<file path="config.mk">
export PLATFORM = sky130hd
export DESIGN_NAME = adder_axi_master_flat
export DESIGN_NICKNAME = d
export VERILOG_FILES = /design/src/rtl/adder_axi_pkg.sv /design/src/rtl/adder_axi_master_if.sv /design/src/rtl/adder_axi_tmo.sv /design/src/rtl/adder_axi_master.sv /design/src/flat_wrapper.sv
export SDC_FILE = /design/constraint.sdc
export NUM_CORES = 1
export LEC_CHECK = 0
export ABC_CLOCK_PERIOD_IN_PS = 2860
export CAP_MARGIN = 5
export CORE_ASPECT_RATIO = 1.5
export CORE_MARGIN = 8
export CORE_UTILIZATION = 40
export CTS_CLUSTER_DIAMETER = 150
export DETAILED_ROUTE_END_ITERATION = 16
export GPL_ROUTABILITY_DRIVEN = 0
export PLACE_DENSITY = 0.73
export REMOVE_ABC_BUFFERS = 1
export SYNTH_ARGS = -nofsm -noshare
export SYNTH_HDL_FRONTEND = slang
export SYNTH_SLANG_ARGS = --single-unit
</file>
<file path="constraint.sdc">
create_clock -name m1_axi_aclk -period 2.86 [get_ports m1_axi_aclk]
set_input_delay 0.429 -clock m1_axi_aclk [delete_from_list [all_inputs] [get_ports m1_axi_aclk]]
set_output_delay 0.429 -clock m1_axi_aclk [all_outputs]
set_load 0.05 [all_outputs]
</file>
<file path="src/rtl/adder_axi_pkg.sv">
// Shared definitions for the adder AXI4-Lite master: register map of the
// adder slave, response encoding and the sequencing state type.
package adder_axi_pkg;

    localparam int ADDR_OP_A     = 0;
    localparam int ADDR_OP_B     = 4;
    localparam int ADDR_RESULT   = 8;
    localparam int ADDR_OVERFLOW = 12;

    localparam logic RESP_OKAY = 1'b1;

    typedef enum logic [2:0] {
        IDLE,
        WR_A,
        WR_B,
        RD_RES,
        RD_OVF,
        FIN
    } state_t;

    // True for the states that own an outstanding bus transaction.
    function automatic logic is_xfer_state(input state_t s);
        return (s == WR_A) || (s == WR_B) || (s == RD_RES) || (s == RD_OVF);
    endfunction

endpackage

</file>
<file path="src/rtl/adder_axi_master_if.sv">
// AXI4-Lite signal bundle between the adder master and the adder slave.
// The response fields are single bits where 1 means OKAY.
interface adder_axi_master_if #(
    parameter int DATA_WIDTH = 32,
    parameter int ADDR_WIDTH = 8
);

    logic [ADDR_WIDTH-1:0]   awaddr;
    logic                    awvalid;
    logic                    awready;
    logic [DATA_WIDTH-1:0]   wdata;
    logic [DATA_WIDTH/8-1:0] wstrb;
    logic                    wvalid;
    logic                    wready;
    logic                    bresp;
    logic                    bvalid;
    logic                    bready;
    logic [ADDR_WIDTH-1:0]   araddr;
    logic                    arvalid;
    logic                    arready;
    logic [DATA_WIDTH-1:0]   rdata;
    logic                    rresp;
    logic                    rvalid;
    logic                    rready;

    modport master (
        output awaddr, awvalid, wdata, wstrb, wvalid, bready,
        output araddr, arvalid, rready,
        input  awready, wready, bresp, bvalid,
        input  arready, rdata, rresp, rvalid
    );

    modport slave (
        input  awaddr, awvalid, wdata, wstrb, wvalid, bready,
        input  araddr, arvalid, rready,
        output awready, wready, bresp, bvalid,
        output arready, rdata, rresp, rvalid
    );

endinterface

</file>
<file path="src/rtl/adder_axi_tmo.sv">
// Per-transaction stall counter. Cleared whenever the master changes state,
// counts while a transaction is in flight and flags expiry on the cycle
// whose closing edge is the TIMEOUT_CYCLES-th edge since state entry.
module adder_axi_tmo #(
    parameter int TIMEOUT_CYCLES = 256
) (
    input  logic clk,
    input  logic rst_n,
    input  logic clear,
    input  logic enable,
    output logic expired
);

    localparam int CNT_W = $clog2(TIMEOUT_CYCLES + 1);

    logic [CNT_W-1:0] count;

    // Count stall cycles; saturate once expired so the flag stays stable.
    always_ff @(posedge clk or negedge rst_n) begin
        if (!rst_n) begin
            count <= '0;
        end else if (clear) begin
            count <= '0;
        end else if (enable && !expired) begin
            count <= count + CNT_W'(1);
        end
    end

    assign expired = enable && (count == CNT_W'(TIMEOUT_CYCLES - 1));

endmodule

</file>
<file path="src/rtl/adder_axi_master.sv">
// AXI4-Lite master that runs the fixed adder sequence: write A, write B,
// read the sum, read the overflow flag, then report back to the controller.
// Every output is registered: the combinational block computes next values
// for the whole output set and a single register stage holds them.
module adder_axi_master
    import adder_axi_pkg::*;
#(
    parameter int DATA_WIDTH     = 32,
    parameter int ADDR_WIDTH     = 8,
    parameter int TIMEOUT_CYCLES = 256
) (
    input  logic                  m1_axi_aclk,
    input  logic                  m1_axi_aresetn,
    input  logic                  start,
    input  logic [DATA_WIDTH-1:0] op_a,
    input  logic [DATA_WIDTH-1:0] op_b,
    output logic                  busy,
    output logic                  done,
    output logic [DATA_WIDTH-1:0] result,
    output logic                  overflow,
    output logic                  err_resp,
    output logic                  err_timeout,
    adder_axi_master_if.master    m1_axi
);

    localparam int STRB_W = DATA_WIDTH / 8;

    state_t state_q, state_nxt;

    logic                  busy_q, busy_nxt;
    logic                  done_q, done_nxt;
    logic [DATA_WIDTH-1:0] result_q, result_nxt;
    logic                  overflow_q, overflow_nxt;
    logic                  err_resp_q, err_resp_nxt;
    logic                  err_tmo_q, err_tmo_nxt;
    logic [DATA_WIDTH-1:0] op_b_q, op_b_nxt;

    logic [ADDR_WIDTH-1:0] awaddr_q, awaddr_nxt;
    logic                  awvalid_q, awvalid_nxt;
    logic [DATA_WIDTH-1:0] wdata_q, wdata_nxt;
    logic [STRB_W-1:0]     wstrb_q, wstrb_nxt;
    logic                  wvalid_q, wvalid_nxt;
    logic                  bready_q, bready_nxt;
    logic [ADDR_WIDTH-1:0] araddr_q, araddr_nxt;
    logic                  arvalid_q, arvalid_nxt;
    logic                  rready_q, rready_nxt;

    logic tmo_clear;
    logic tmo_expired;

    assign tmo_clear = (state_nxt != state_q);

    adder_axi_tmo #(
        .TIMEOUT_CYCLES(TIMEOUT_CYCLES)
    ) u_tmo (
        .clk    (m1_axi_aclk),
        .rst_n  (m1_axi_aresetn),
        .clear  (tmo_clear),
        .enable (is_xfer_state(state_q)),
        .expired(tmo_expired)
    );

    // Sequencer: next state plus next value of every registered output.
    always_comb begin
        state_nxt    = state_q;
        busy_nxt     = busy_q;
        done_nxt     = 1'b0;
        result_nxt   = result_q;
        overflow_nxt = overflow_q;
        err_resp_nxt = err_resp_q;
        err_tmo_nxt  = err_tmo_q;
        op_b_nxt     = op_b_q;
        awaddr_nxt   = awaddr_q;
        awvalid_nxt  = awvalid_q;
        wdata_nxt    = wdata_q;
        wvalid_nxt   = wvalid_q;
        bready_nxt   = bready_q;
        araddr_nxt   = araddr_q;
        arvalid_nxt  = arvalid_q;
        rready_nxt   = rready_q;

        case (state_q)
            IDLE: begin
                if (start) begin
                    state_nxt    = WR_A;
                    busy_nxt     = 1'b1;
                    result_nxt   = '0;
                    overflow_nxt = 1'b0;
                    err_resp_nxt = 1'b0;
                    err_tmo_nxt  = 1'b0;
                    op_b_nxt     = op_b;
                    awaddr_nxt   = ADDR_WIDTH'(ADDR_OP_A);
                    wdata_nxt    = op_a;
                    awvalid_nxt  = 1'b1;
                    wvalid_nxt   = 1'b1;
                    bready_nxt   = 1'b1;
                end
            end

            WR_A, WR_B: begin
                if (awvalid_q && m1_axi.awready) begin
                    awvalid_nxt = 1'b0;
                end
                if (wvalid_q && m1_axi.wready) begin
                    wvalid_nxt = 1'b0;
                end
                if (bready_q && m1_axi.bvalid) begin
                    awvalid_nxt = 1'b0;
                    wvalid_nxt  = 1'b0;
                    bready_nxt  = 1'b0;
                    if (m1_axi.bresp != RESP_OKAY) begin
                        err_resp_nxt = 1'b1;
                    end
                    if (state_q == WR_A) begin
                        state_nxt   = WR_B;
                        awaddr_nxt  = ADDR_WIDTH'(ADDR_OP_B);
                        wdata_nxt   = op_b_q;
                        awvalid_nxt = 1'b1;
                        wvalid_nxt  = 1'b1;
                        bready_nxt  = 1'b1;
                    end else begin
                        state_nxt   = RD_RES;
                        araddr_nxt  = ADDR_WIDTH'(ADDR_RESULT);
                        arvalid_nxt = 1'b1;
                        rready_nxt  = 1'b1;
                    end
                end else if (tmo_expired) begin
                    state_nxt   = FIN;
                    err_tmo_nxt = 1'b1;
                    awvalid_nxt = 1'b0;
                    wvalid_nxt  = 1'b0;
                    bready_nxt  = 1'b0;
                    arvalid_nxt = 1'b0;
                    rready_nxt  = 1'b0;
                end
            end

            RD_RES, RD_OVF: begin
                if (arvalid_q && m1_axi.arready) begin
                    arvalid_nxt = 1'b0;
                end
                if (rready_q && m1_axi.rvalid) begin
                    arvalid_nxt = 1'b0;
                    rready_nxt  = 1'b0;
                    if (m1_axi.rresp != RESP_OKAY) begin
                        err_resp_nxt = 1'b1;
                    end
                    if (state_q == RD_RES) begin
                        result_nxt  = m1_axi.rdata;
                        state_nxt   = RD_OVF;
                        araddr_nxt  = ADDR_WIDTH'(ADDR_OVERFLOW);
                        arvalid_nxt = 1'b1;
                        rready_nxt  = 1'b1;
                    end else begin
                        overflow_nxt = m1_axi.rdata[0];
                        state_nxt    = FIN;
                    end
                end else if (tmo_expired) begin
                    state_nxt   = FIN;
                    err_tmo_nxt = 1'b1;
                    awvalid_nxt = 1'b0;
                    wvalid_nxt  = 1'b0;
                    bready_nxt  = 1'b0;
                    arvalid_nxt = 1'b0;
                    rready_nxt  = 1'b0;
                end
            end

            FIN: begin
                state_nxt = IDLE;
            end

            default: begin
                state_nxt = IDLE;
            end
        endcase

        // done is high for exactly the FIN cycle and busy drops with it.
        if ((state_nxt == FIN) && (state_q != FIN)) begin
            done_nxt = 1'b1;
            busy_nxt = 1'b0;
        end

        wstrb_nxt = wvalid_nxt ? '1 : '0;
    end

    // Single register stage for state and all outputs; reset clears the bus.
    always_ff @(posedge m1_axi_aclk or negedge m1_axi_aresetn) begin
        if (!m1_axi_aresetn) begin
            state_q    <= IDLE;
            busy_q     <= 1'b0;
            done_q     <= 1'b0;
            result_q   <= '0;
            overflow_q <= 1'b0;
            err_resp_q <= 1'b0;
            err_tmo_q  <= 1'b0;
            op_b_q     <= '0;
            awaddr_q   <= '0;
            awvalid_q  <= 1'b0;
            wdata_q    <= '0;
            wstrb_q    <= '0;
            wvalid_q   <= 1'b0;
            bready_q   <= 1'b0;
            araddr_q   <= '0;
            arvalid_q  <= 1'b0;
            rready_q   <= 1'b0;
        end else begin
            state_q    <= state_nxt;
            busy_q     <= busy_nxt;
            done_q     <= done_nxt;
            result_q   <= result_nxt;
            overflow_q <= overflow_nxt;
            err_resp_q <= err_resp_nxt;
            err_tmo_q  <= err_tmo_nxt;
            op_b_q     <= op_b_nxt;
            awaddr_q   <= awaddr_nxt;
            awvalid_q  <= awvalid_nxt;
            wdata_q    <= wdata_nxt;
            wstrb_q    <= wstrb_nxt;
            wvalid_q   <= wvalid_nxt;
            bready_q   <= bready_nxt;
            araddr_q   <= araddr_nxt;
            arvalid_q  <= arvalid_nxt;
            rready_q   <= rready_nxt;
        end
    end

    assign busy        = busy_q;
    assign done        = done_q;
    assign result      = result_q;
    assign overflow    = overflow_q;
    assign err_resp    = err_resp_q;
    assign err_timeout = err_tmo_q;

    assign m1_axi.awaddr  = awaddr_q;
    assign m1_axi.awvalid = awvalid_q;
    assign m1_axi.wdata   = wdata_q;
    assign m1_axi.wstrb   = wstrb_q;
    assign m1_axi.wvalid  = wvalid_q;
    assign m1_axi.bready  = bready_q;
    assign m1_axi.araddr  = araddr_q;
    assign m1_axi.arvalid = arvalid_q;
    assign m1_axi.rready  = rready_q;

endmodule

</file>
<file path="src/flat_wrapper.sv">
// flat-port wrapper written by rule: the top's interface ports become plain ports
module adder_axi_master_flat import adder_axi_pkg::*;
#(
    parameter int DATA_WIDTH     = 32,
    parameter int ADDR_WIDTH     = 8,
    parameter int TIMEOUT_CYCLES = 256
)
  (m1_axi_aclk, m1_axi_aresetn, start, op_a, op_b, busy, done, result, overflow, err_resp, err_timeout, m1_axi_awaddr, m1_axi_awvalid, m1_axi_wdata, m1_axi_wstrb, m1_axi_wvalid, m1_axi_bready, m1_axi_araddr, m1_axi_arvalid, m1_axi_rready, m1_axi_awready, m1_axi_wready, m1_axi_bresp, m1_axi_bvalid, m1_axi_arready, m1_axi_rdata, m1_axi_rresp, m1_axi_rvalid);
  adder_axi_master_if #(.DATA_WIDTH(DATA_WIDTH), .ADDR_WIDTH(ADDR_WIDTH)) m1_axi_i ();
  input  logic m1_axi_aclk;
  input  logic m1_axi_aresetn;
  input  logic start;
  input  logic [DATA_WIDTH-1:0] op_a;
  input  logic [DATA_WIDTH-1:0] op_b;
  output logic busy;
  output logic done;
  output logic [DATA_WIDTH-1:0] result;
  output logic overflow;
  output logic err_resp;
  output logic err_timeout;
  output wire logic [$bits(m1_axi_i.awaddr)-1:0] m1_axi_awaddr;
  output wire logic [$bits(m1_axi_i.awvalid)-1:0] m1_axi_awvalid;
  output wire logic [$bits(m1_axi_i.wdata)-1:0] m1_axi_wdata;
  output wire logic [$bits(m1_axi_i.wstrb)-1:0] m1_axi_wstrb;
  output wire logic [$bits(m1_axi_i.wvalid)-1:0] m1_axi_wvalid;
  output wire logic [$bits(m1_axi_i.bready)-1:0] m1_axi_bready;
  output wire logic [$bits(m1_axi_i.araddr)-1:0] m1_axi_araddr;
  output wire logic [$bits(m1_axi_i.arvalid)-1:0] m1_axi_arvalid;
  output wire logic [$bits(m1_axi_i.rready)-1:0] m1_axi_rready;
  input wire logic [$bits(m1_axi_i.awready)-1:0] m1_axi_awready;
  input wire logic [$bits(m1_axi_i.wready)-1:0] m1_axi_wready;
  input wire logic [$bits(m1_axi_i.bresp)-1:0] m1_axi_bresp;
  input wire logic [$bits(m1_axi_i.bvalid)-1:0] m1_axi_bvalid;
  input wire logic [$bits(m1_axi_i.arready)-1:0] m1_axi_arready;
  input wire logic [$bits(m1_axi_i.rdata)-1:0] m1_axi_rdata;
  input wire logic [$bits(m1_axi_i.rresp)-1:0] m1_axi_rresp;
  input wire logic [$bits(m1_axi_i.rvalid)-1:0] m1_axi_rvalid;
  assign m1_axi_awaddr = m1_axi_i.awaddr;
  assign m1_axi_awvalid = m1_axi_i.awvalid;
  assign m1_axi_wdata = m1_axi_i.wdata;
  assign m1_axi_wstrb = m1_axi_i.wstrb;
  assign m1_axi_wvalid = m1_axi_i.wvalid;
  assign m1_axi_bready = m1_axi_i.bready;
  assign m1_axi_araddr = m1_axi_i.araddr;
  assign m1_axi_arvalid = m1_axi_i.arvalid;
  assign m1_axi_rready = m1_axi_i.rready;
  assign m1_axi_i.awready = m1_axi_awready;
  assign m1_axi_i.wready = m1_axi_wready;
  assign m1_axi_i.bresp = m1_axi_bresp;
  assign m1_axi_i.bvalid = m1_axi_bvalid;
  assign m1_axi_i.arready = m1_axi_arready;
  assign m1_axi_i.rdata = m1_axi_rdata;
  assign m1_axi_i.rresp = m1_axi_rresp;
  assign m1_axi_i.rvalid = m1_axi_rvalid;
  adder_axi_master #(.DATA_WIDTH(DATA_WIDTH), .ADDR_WIDTH(ADDR_WIDTH), .TIMEOUT_CYCLES(TIMEOUT_CYCLES)) u_core (.m1_axi_aclk(m1_axi_aclk), .m1_axi_aresetn(m1_axi_aresetn), .start(start), .op_a(op_a), .op_b(op_b), .busy(busy), .done(done), .result(result), .overflow(overflow), .err_resp(err_resp), .err_timeout(err_timeout), .m1_axi(m1_axi_i));
endmodule
</file>
== Word level (Yosys, flattened, before mapping) ==
Cells that the tools add are included.
Storage, ports and cells
  flip-flop bits (word level): 138
  bits in latches: 0
  memory bits (writable): 0
  memory bits (read-only): 0
  bits of input ports: 106
  output and inout bits: 94
  logic and storage cells: 150
  memories: 0
Cells by class
  add/sub/neg operators: 1
  $mul: 0
  div/mod/pow operators: 0
  order comparisons: 0
  equal/unequal tests: 24
  shift operators: 0
  mux-type cells: 73
  bitwise gates (word level): 0
  reductions and logical operators: 34
Operator list (number)
  $mux 32: 6
  $pmux 32 s2: 2
  $mux 8: 7
  $mux 1: 40
  $pmux 8 s2: 2
  $reduce_and 4->1: 5
  $mux 9: 2
  $ne 2x2->1 const B: 8
  $pmux 1 s3: 5
  $mux 3: 4
  $reduce_bool 2->1: 6
  $reduce_and 5->1: 2
  $add 9x1->9 const B: 1
  $eq 9x8->1 const B: 1
  $pmux 3 s3: 1
  $logic_and 1x1->1: 8
  $ne 2x1->1 const B: 4
  $ne 4x2->1 const B: 2
  $eq 3x2->1 const B: 2
  $eq 3x3->1 const B: 2
  $ne 3x3->1 const B: 2
  $pmux 1 s2: 3
  $reduce_and 2->1: 3
  $reduce_and 6->1: 1
  10 further kinds: 13

== Longest topological paths before layout ==
Gate-level depths: netlist of run 1.
  depth after elaboration: 12
  mapped depth: 10
  mapped depth without buffers: 9

== Modules after synthesis ==
A second synthesis of run 1 with hierarchy kept.
Unflattened totals
  cells, all modules: 600
  area total of the unflattened synthesis: 5650.4 sq um
Modules (own cells, without submodules)
  adder_axi_master: instances 1, cells an instance 550, area an instance 5168.7 sq um
  adder_axi_tmo: instances 1, cells an instance 50, area an instance 481.7 sq um

== Worst setup path after synthesis of run 1 ==
OpenSTA, ideal clock, no wires.
  path kind: register to register
  from: register u_core.u_tmo.count[3]
  to: register u_core.u_tmo.count[8]
  arrival time: 2.147 ns
  path slack: 0.618 ns
  stages on the path, launching flop included: 11
  path buffers: 1
  clock period less this slack: 2.242 ns
  cell sequence: dfrtp_1 -> and3_1 -> and2_1 -> and4_1 -> ha_1 -> clkbuf_1 -> nand2b_1 -> nor2_1 -> a221o_1 -> nand4b_1 -> a211oi_1
On the way
  cells in the longest elaborated chain, start to end: 7
  elaborated cells on any way between the ends: 13
  those cells by class: add/sub: 1; eq/ne: 2; mux: 6; reduce/logical: 4
RTL lines
  start, declared: line adder_axi_tmo.sv:16  | logic [CNT_W-1:0] count;
  start signal, assigned: line adder_axi_tmo.sv:25  | count <= count + CNT_W'(1);
  $eq 9x8->1: line adder_axi_tmo.sv:29  | assign expired = enable && (count == CNT_W'(TIMEOUT_CYCLES - 1));
  $logic_and 1x1->1: line adder_axi_tmo.sv:29
  $mux 3: line adder_axi_master.sv:127, adder_axi_master.sv:158
  $mux 3 (on tied branches): line adder_axi_master.sv:142, adder_axi_master.sv:107
  $pmux 3 s3: line adder_axi_master.sv:82  | case (state_q)
  $ne 3x3->1: line adder_axi_master.sv:51  | assign tmo_clear = (state_nxt != state_q);
  $mux 9 / $reduce_bool 2->1 (equally long branches)
Parallel ways exist; a longest one is shown, timed or not. The select of a mux whose other input is x is not followed.
A chain may end at the register's enable or synchronous reset.

== Worst setup path in the final report of run 1 ==
  from: register u_core.u_tmo.count[2]
  to: register u_core.u_tmo.count[8]
Same word-level chain as after synthesis.

==> results of run 1 <==
power by group through the flow:
stage | sequential (mW) | clock (mW) | combinational [mW]
6_report | 1.76 | 2.17 | 0.428
5_1_grt | 1.76 | 2.30 | 0.458
4_1_cts | 1.76 | 2.24 | 0.433
3_5_place_dp | 1.78 | 0 | 0.433
3_3_place_gp | 1.78 | 0 | 0.426
2_1_floorplan | 1.87 | 0 | 0.0854
flip-flops by register name, indices dropped and copies added (netlist names), 2 cells and up, named ones only:
register,cells
u_core.m1_axi.wdata,32
u_core.op_b_q,32
u_core.result,32
u_core.u_tmo.count,9
u_core.state_q,3
u_core.m1_axi.araddr,2
per-stage QoR:
step	setup slack, ns	std cells
after global placement	0.3720	868
after floorplan	-0.05249	506
after global routing	0.2353	900
after detailed placement	0.3123	868
after CTS	0.4061	900
final	0.3812	900
cells in the final DEF (no fill, tap or decap), drive strengths merged, types with 2 or more instances in the layout:
cell / synthesis / layout
a211oi: 4 / 4
a21boi: 4 / 4
a21o: 5 / 5
a21oi: 17 / 17
a2bb2oi: 2 / 2
a31o: 3 / 3
and2: 2 / 2
and3: 3 / 3
buf: 33 / 12
bufinv: 0 / 3
clkbuf: 22 / 19
clkdlybuf4s50: 0 / 185
clkinv: 0 / 3
clkinvlp: 0 / 3
conb: 1 / 13
dfrtp: 121 / 121
ha: 2 / 2
inv: 4 / 8
mux2: 32 / 32
mux2i: 34 / 34
nand2: 113 / 113
nand2b: 4 / 4
nand3: 4 / 4
nand4: 4 / 4
nor2: 21 / 21
nor2b: 6 / 6
nor3: 5 / 5
nor3b: 2 / 2
o21ai: 77 / 77
o22a: 3 / 3
or3: 2 / 2
xor2: 6 / 6
metal layers:
layer	global-route usage (%)	up-vias	wire (um)	share of wire [%]
met3	5.862	28	1181	7.6
met2	31.16	195	8144	52
met5	0	-	0	0
met4	8.318	0	446	2.9
met1	18.23	2161	5788	37
li1	-	2195	-	-
kinds of logic (layout without fill, tap and decap cells):
kind of cell	Yosys count	count (layout)
AO/OA/AOI/OAI	123	123
flip-flops	121	121
adder cells (fa/ha/maj)	2	2
multiplexers	66	66
AND/OR/NAND/NOR	170	170
XOR/XNOR	7	7
other	1	13
buffers and inverters	59	233
path summary, 6_finish.rpt:
check	startpoint	endpoint	cells after the start
worst min-delay path	m1_axi_aresetn	u_core.op_b_q[13]	1
min in group m1_axi_aclk	u_core.m1_axi.araddr[3]	u_core.m1_axi.araddr[3]	1
worst max register to register	u_core.u_tmo.count[2]	u_core.u_tmo.count[8]	9
worst max-delay path	u_core.u_tmo.count[2]	u_core.u_tmo.count[8]	9
max in group asynchronous	m1_axi_aresetn	u_core.op_b_q[6]	2
worst min register to register	u_core.m1_axi.araddr[3]	u_core.m1_axi.araddr[3]	1
area by class of cell:
class	instances	area (um2)
Sequential cell	121	3028
Clock inverter	13	166.4
Fill cell	1175	5743
Timing Repair Buffer	197	1967
Clock buffer	19	432.9
Inverter	4	15.01
Tap cell	165	206.4
Multi-Input combinational cell	381	2301
==> flow_summary.ini, run 1 <==
[clock_tree]
post-cts-setup-buffers = 0
cts_root_buf = clkbuf_16
htreeDepth = 4
cts_hold_buf = 0
cts_tree = built
clk_pin_slew_ns = 0.06
cts_sinks = 121
clkLatencyLatePin_ns = 0.41
cts_inserted_buffers = 17
post_cts_resize_count = 0
clock_path_buffers = 2

[detailed_routing]
route.vias.total = 4579
dr.pass1.iters = 4
ant_nets = 0
vias_per_cell = 5.088
drc_errors = 0
drt-wirelength-per-cell_um = 17.29
wl_um = 15560
dr.first_iter.drc_count = 275

[synthesis]
netlist.area_leader.share_pct = 54.25
synth-seq-cells = 121
synth_compound_gate_area_share_pct = 12.91
avgSynthCellArea_um2 = 10.17
synth_warnings = 0
synth_top_family_by_area = simple AND/OR/NAND/NOR gates
synth-main-ff-cell = dfrtp_1
yosys.area_share.simple_pct = 13.02
synth_edf_count = 0
netlist-cell-type-count = 49
yosysMostFrequentCell = dfrtp_1
synth_area_um2 = 5582
muxShareOfSynthArea_pct = 12.55
synth_cells = 549
synth_fa_ha_area_share_pct = 0.4483
synthArstFlopShare_pct = 100.0
yosysSeqAreaShare_pct = 54.25
synth_area_leader_cell = dfrtp_1
yosys-top-cells-area = dfrtp_1, nand2_1, mux2_2, mux2i_1, o21ai_1
yosys-top-cells-count = dfrtp_1, nand2_1, o21ai_1, mux2i_1, mux2_2
synth-xor-area-share_pct = 1.098

[floorplanning]
die_width_um = 112.5
coreArea_um2 = 13860
die_h_um = 160.7
rows = 53
die_area_um2 = 18070
start_util_pct = 40.27
ios = 200

[cells_and_area]
area_delta_synth_final_pct = 45.42
antenna_cells = 0
design_area_um2 = 8117
num-nets-final = 830
drive_gt1_share_pct = 11.02
post-route-util_pct = 58.56

[sta]
maxSlewViolCount = 0
finalCriticalPeriod_ns = 2.479
hold_ws_ns = -0.008062
finalHoldViolations = 5
setup_tns_ns = 0
maxSlewHeadroom_pct = 34.81
rsz0062_at_grt = false
period_share_pct = 86.67
skew_ns = 0.007742
worst_slew_pin_slew_ns = 0.9778
max_freq_mhz = 403.4
setup_viol = 0

[pwr]
vdd_ir_drop_max_v = 0.0004902
p_leak_nw = 3.609
power.share.switching_pct = 23.94
p_seq_share_pct = 40.3
pwr-share-clk_pct = 49.8
power_mw = 4.353
power_density_nw_per_um2 = 536.3
comb_power_share_pct = 9.8
p_int_mw = 3.311
net-switching-power_mw = 1.042

[global_route]
grt_use_total_pct = 17.57
grt_pass1_vias = 4969
grt_max_degree = 68
overflow = 0
grt_pass1_wl_um = 25280
antenna_found_initial = 0

[placed_design]
dp_hpwl_um = 11640
port_buffers = 186
dpl_cell_area_um2 = 7517

[worst_setup_path]
end_kind = flip-flop
cp_data_arrival_time_ns = 2.79
required_ns = 3.17
slowest_stage = dfrtp_1
criticalPathCategory = flip-flop to flip-flop
crit_family = simple AND/OR/NAND/NOR gates
setup.worst_path.start_class = flip-flop
reg2reg_slack_ns = 0.38
slowest_delay_ns = 0.42
crit_buf_inv = 0
path_cells = and3_1 -> and2_1 -> and4_1 -> ha_1 -> nand2b_1 -> nor2_1 -> a221o_1 -> nand4b_1 -> a211oi_1
worstPathMaxFanout = 9

[status]
status = complete, but fails checks
violations = hold timing

[run]
drv_cap = 0

[hold_path]
hold_class = input pin to async pin
(Power assumes the default switching activity.)
==> run 2, diff against run 1 <==
Settings changed: CELL_PAD_IN_SITES_DETAIL_PLACEMENT set to 0, CELL_PAD_IN_SITES_GLOBAL_PLACEMENT set to 1, CORE_UTILIZATION 40 to 34, PLACE_DENSITY 0.73 to unset, PLACE_DENSITY_LB_ADDON set to 0.1.
==> run 2 against run 1 <==
Compared with the run above: the run now ends clean; critical path type unchanged; flip-flop and latch count unchanged; register-to-register slack improved by 0.11 ns; sequential power about the same; global-route usage down 1.5 points; highest routed layer unchanged; wire length grew 5.4%; total power increased by 1.4%; clock skew grew 0.0026 ns; combinational power barely moved; first-iteration DRC count shrank 28%; core utilization decreased by 7.4 points; cell count grew 5.1%.
==> flow_summary.ini, run 2 (synthesis gave the netlist of run 1 again) <==
[cells_and_area]
layout_commonest_cell = clkdlybuf4s50_1
num-nets-final = 835
drive_gt1_share_pct = 11.89
fillers = 1547
design_area_um2 = 8245
area_delta_synth_final_pct = 47.72
layout_common_cells = clkdlybuf4s50_1, dfrtp_1, nand2_1, o21ai_1, mux2i_1
antenna_cells = 0

[hold_path]
hold_class = input pin to async pin

[detailed_routing]
dr.pass1.iters = 5
drt-wirelength-per-cell_um = 17.34
wl_um = 16400
vias_per_cell = 4.770
dr.first_iter.drc_count = 198
route.vias.total = 4512
drc_errors = 0
ant_nets = 0

[placed_design]
dp_hpwl_um = 11950
dpl_cell_area_um2 = 7631
port_buffers = 186

[clock_tree]
cts_inserted_buffers = 17
cts_sinks = 121
clock_path_buffers = 2
cts_root_buf = clkbuf_16
post_cts_resize_count = 0
cts_hold_buf = 0
clk_pin_slew_ns = 0.06
cts_tree = built
post-cts-setup-buffers = 0
htreeDepth = 4
clkLatencyLatePin_ns = 0.40

[worst_setup_path]
end_kind = flip-flop
worstPathMaxFanout = 9
criticalPathCategory = flip-flop to flip-flop
setup.worst_path.start_class = flip-flop
required_ns = 3.15
cp_data_arrival_time_ns = 2.66

[sta]
finalCriticalPeriod_ns = 2.372
maxSlewViolCount = 0
worst_slew_pin_slew_ns = 0.7117
setup_tns_ns = 0
maxSlewHeadroom_pct = 52.55
finalHoldViolations = 0
skew_ns = 0.01038
period_share_pct = 82.93
rsz0062_at_grt = false
setup_viol = 0
max_freq_mhz = 421.6

[global_route]
grt_pass1_wl_um = 26270
overflow = 0
antenna_found_initial = 0
grt_use_total_pct = 16.08
grt_max_degree = 68
grt_pass1_vias = 4830

[pwr]
p_leak_nw = 3.653
power_density_nw_per_um2 = 535.5
vdd_ir_drop_max_v = 0.0003148

[floorplanning]
die_h_um = 172.9
ios = 200
die_area_um2 = 20860
start_util_pct = 34.63
rows = 57
coreArea_um2 = 16120
die_width_um = 120.6

[run]
drv_cap = 0

[status]
status = completed
-- run 2: changes by cell type in the layout (fill, tap and decap cells not counted), sizes merged --
cell      previous run  this run
clkinvlp             3         2
clkinv               3         5
buf                 12        17
inv                  8         9
clkbuf              19        17
-- run 2: area by class of cell --
| class | instances | area, um2 | share of cell area [%] |
|---|---|---|---|
| Multi-Input combinational cell | 381 | 2301 | 27.91 |
| Sequential cell | 121 | 3028 | 36.72 |
| Timing Repair Buffer | 202 | 2029 | 24.61 |
| Clock inverter | 15 | 188.9 | 2.291 |
| Tap cell | 206 | 257.7 | 3.126 |
| Inverter | 4 | 15.01 | 0.1821 |
| Clock buffer | 17 | 425.4 | 5.159 |
-- run 2: layer usage --
metal	global-route usage (%)	up-vias	wire length [um]
li1	-	2206	-
met1	16.92	2153	6202
met2	28.35	132	8798
met3	5.119	21	985
met4	7.266	0	414
met5	0	-	0
-- run 2: power by group --
part	leakage, nW	switching [mW]	internal [mW]	total, mW
combinational	1.74	0.232	0.194	0.427
clock	0.295	0.846	1.39	2.23
sequential	1.62	0.0167	1.74	1.75
total	3.65	1.09	3.32	4.42
-- run 2: final timing paths --
| check | cells after the start | to | slack (ns) | start |
|---|---|---|---|---|
| worst max-delay path | 10 | u_core.u_tmo.count[3] | 0.49 | u_core.u_tmo.count[2] |
| worst min-delay path | 1 | u_core.op_b_q[18] | 0.06 | m1_axi_aresetn |
| worst max register to register | 10 | u_core.u_tmo.count[3] | 0.49 | u_core.u_tmo.count[2] |
| worst min register to register | 1 | u_core.m1_axi.araddr[3] | 0.46 | u_core.m1_axi.araddr[3] |
| max in group asynchronous | 2 | u_core.result[27] | 1.99 | m1_axi_aresetn |
| min in group m1_axi_aclk | 1 | u_core.m1_axi.araddr[3] | 0.46 | u_core.m1_axi.araddr[3] |
-- run 2: critical path: stages, from the launching register on --
cell and delay, ns:
dfrtp_1 0.39, and3_1 0.18, and2_1 0.16, and4_1 0.20, ha_1 0.41, nand2b_1 0.19
nor2_1 0.05, a221o_1 0.29, nand4b_1 0.17, buf_4 0.18, nor2_1 0.05
-- run 2: metrics by stage --
stage | util, % | hold slack (ns) | power [mW] | cells | setup WS (ns)
floorplan | - | 0.1334 | 1.958 | 506 | -0.05249
global placement | 47.35 | 0.4408 | 2.214 | 914 | 0.4364
detailed placement | 47.35 | 0.4541 | 2.218 | 914 | 0.3911
CTS | 51.16 | 0.08397 | 4.477 | 946 | 0.4948
global route | 51.16 | 0.1019 | 4.589 | 946 | 0.2955
finish | 51.16 | 0.05559 | 4.415 | 946 | 0.4882
==> run 3, diff against run 2 <==
Settings changed: ABC_CLOCK_PERIOD_IN_PS 2860 to 2200.
Clock period 2.86 ns to 2.2 ns, I/O delays scaled along.
==> run 3 against run 2 <==
Compared with the run above: via count rose by 2.5%; sequential power increased by 30%; first-iteration DRC count decreased by 19%; total power increased by 32%; non-clock buffer count rose by 23; design area grew 3.2%; highest routed layer unchanged; critical path depth decreased by 9; worst setup slack got worse by 0.44 ns; clock-buffer cell count stayed put; wire length is 3.8% higher; cell count rose by 2.3%; largest cell class unchanged; sequential share of layout area shrank 1.1 points.
==> flow_summary.ini, run 3 (synthesis gave the netlist of run 1 again) <==
[worst_setup_path]
slowest_stage = clkdlybuf4s50_1
reg2regPathDepth = 10
crit_start = u_core.m1_axi.rready
worstPathMaxFanout = 10
crit_buf_inv = 1
criticalPathCategory = flip-flop to output port
end_kind = output port
path_cells = clkdlybuf4s50_1
r2r-start = u_core.u_tmo.count[4]
cp_data_arrival_time_ns = 1.82
crit_family = buffers and inverters
cp.depth = 1
reg2reg_to = u_core.u_tmo.count[2]
required_ns = 1.87
setup.worst_path.start_class = flip-flop
endpoint = m1_axi_rready
reg2reg_slack_ns = 0.12
slowest_delay_ns = 0.87

[sta]
finalHoldViolations = 0
setup_viol = 0
hold_ws_ns = 0.4530
skew_ns = 0.01092
worst_slew_pin_slew_ns = 0.5815
maxSlewViolCount = 0
finalCriticalPeriod_ns = 2.154
rsz0062_at_grt = true
setup_tns_ns = 0
max_freq_mhz = 464.3
period_share_pct = 97.89
maxSlewHeadroom_pct = 61.23

[floorplanning]
die_width_um = 120.6
die_area_um2 = 20860
start_util_pct = 34.63
ios = 200
coreArea_um2 = 16120
die_h_um = 172.9
rows = 57

[pwr]
power_mw = 5.806
p_leak_nw = 3.791
power_density_nw_per_um2 = 682.5
vdd_ir_drop_max_v = 0.0004490

[clock_tree]
clock_path_buffers = 2
cts_inserted_buffers = 17
cts_sinks = 121
cts_tree = built
htreeDepth = 4
clkLatencyLatePin_ns = 0.41
cts_root_buf = clkbuf_16
clk_pin_slew_ns = 0.06

[detailed_routing]
ant_nets = 0
wl_um = 17020
route.vias.total = 4626
vias_per_cell = 4.779
drt-wirelength-per-cell_um = 17.59
drc_errors = 0
dr.first_iter.drc_count = 160
dr.pass1.iters = 4

[placed_design]
dpl_cell_area_um2 = 7809
dp_hpwl_um = 12490
port_buffers = 186

[hold_path]
hold_class = input pin to async pin

[cells_and_area]
layout_common_cells = clkdlybuf4s50_1, dfrtp_1, nand2_1, o21ai_1, mux2i_1
post-route-util_pct = 52.78
layout_commonest_cell = clkdlybuf4s50_1
area_delta_synth_final_pct = 52.41
design_area_um2 = 8507
num-nets-final = 858
drive_gt1_share_pct = 14.83
antenna_cells = 0

[run]
drv_cap = 0

[global_route]
antenna_found_initial = 0
grt_pass1_wl_um = 27500
overflow = 0
grt_max_degree = 68
grt_use_total_pct = 16.67
grt_pass1_vias = 5071

[status]
status = completed
==> run 3: cell count changes in the layout (fill, tap and decap cells not counted), moves of 2 or more <==
cell,delta
buf_12,+4
buf_4,+15
buf_6,+2
inv_6,-2
==> run 3: what timing repair did <==
item                       4_1_cts  5_1_grt
resized for setup                1        6
pin swaps                        0        6
hold endpoints to repair        41        0
setup endpoints to repair        2       11
hold buffers                     1        0
cloned                           0        1
setup buffers                    0        4
==> run 3: report_power, final <==
part | internal (mW) | switching, mW
combinational | 0.260 | 0.305
sequential | 2.26 | 0.0207
clock | 1.90 | 1.06
==> run 3: worst min path at each step <==
stage                                start                 endpoint  slack, ns  cells after the start
after floorplan             m1_axi_aresetn                async pin       0.03                      0
after global placement      m1_axi_aresetn  u_core.m1_axi.wdata[18]       0.37                      1
after detailed placement    m1_axi_aresetn  u_core.m1_axi.wdata[18]       0.37                      1
after CTS                  m1_axi_rdata[5]         u_core.result[5]       0.44                      3
after global routing      m1_axi_rdata[30]        u_core.result[30]       0.46                      3
final                       m1_axi_aresetn  u_core.m1_axi.wdata[18]       0.45                      2
==> run 3: final cells by class <==
class	instances	area, um2
fillers	1544	7611
flip-flops and latches	121	3028
multi-input cells	381	2323
repair buffers	225	2260
clock buffers	17	425.4
well taps	206	257.7
clock inverters	14	197.7
inverters	4	15.01
==> run 3: routing by layer <==
metal	share of wire, %	GRT usage [%]	vias to the layer above
met3	5.7	4.989	18
met2	55	30.05	134
met5	0	0	-
met1	38	17.71	2223
met4	1.8	6.116	0
li1	-	-	2251
==> run 3: stage by stage <==
step	std cells	worst slack [ns]
finish	968	0.04645
global route	968	-0.03258
CTS	963	0.02047
detailed placement	931	0.01576
global placement	931	0.08515
floorplan	506	-0.7125
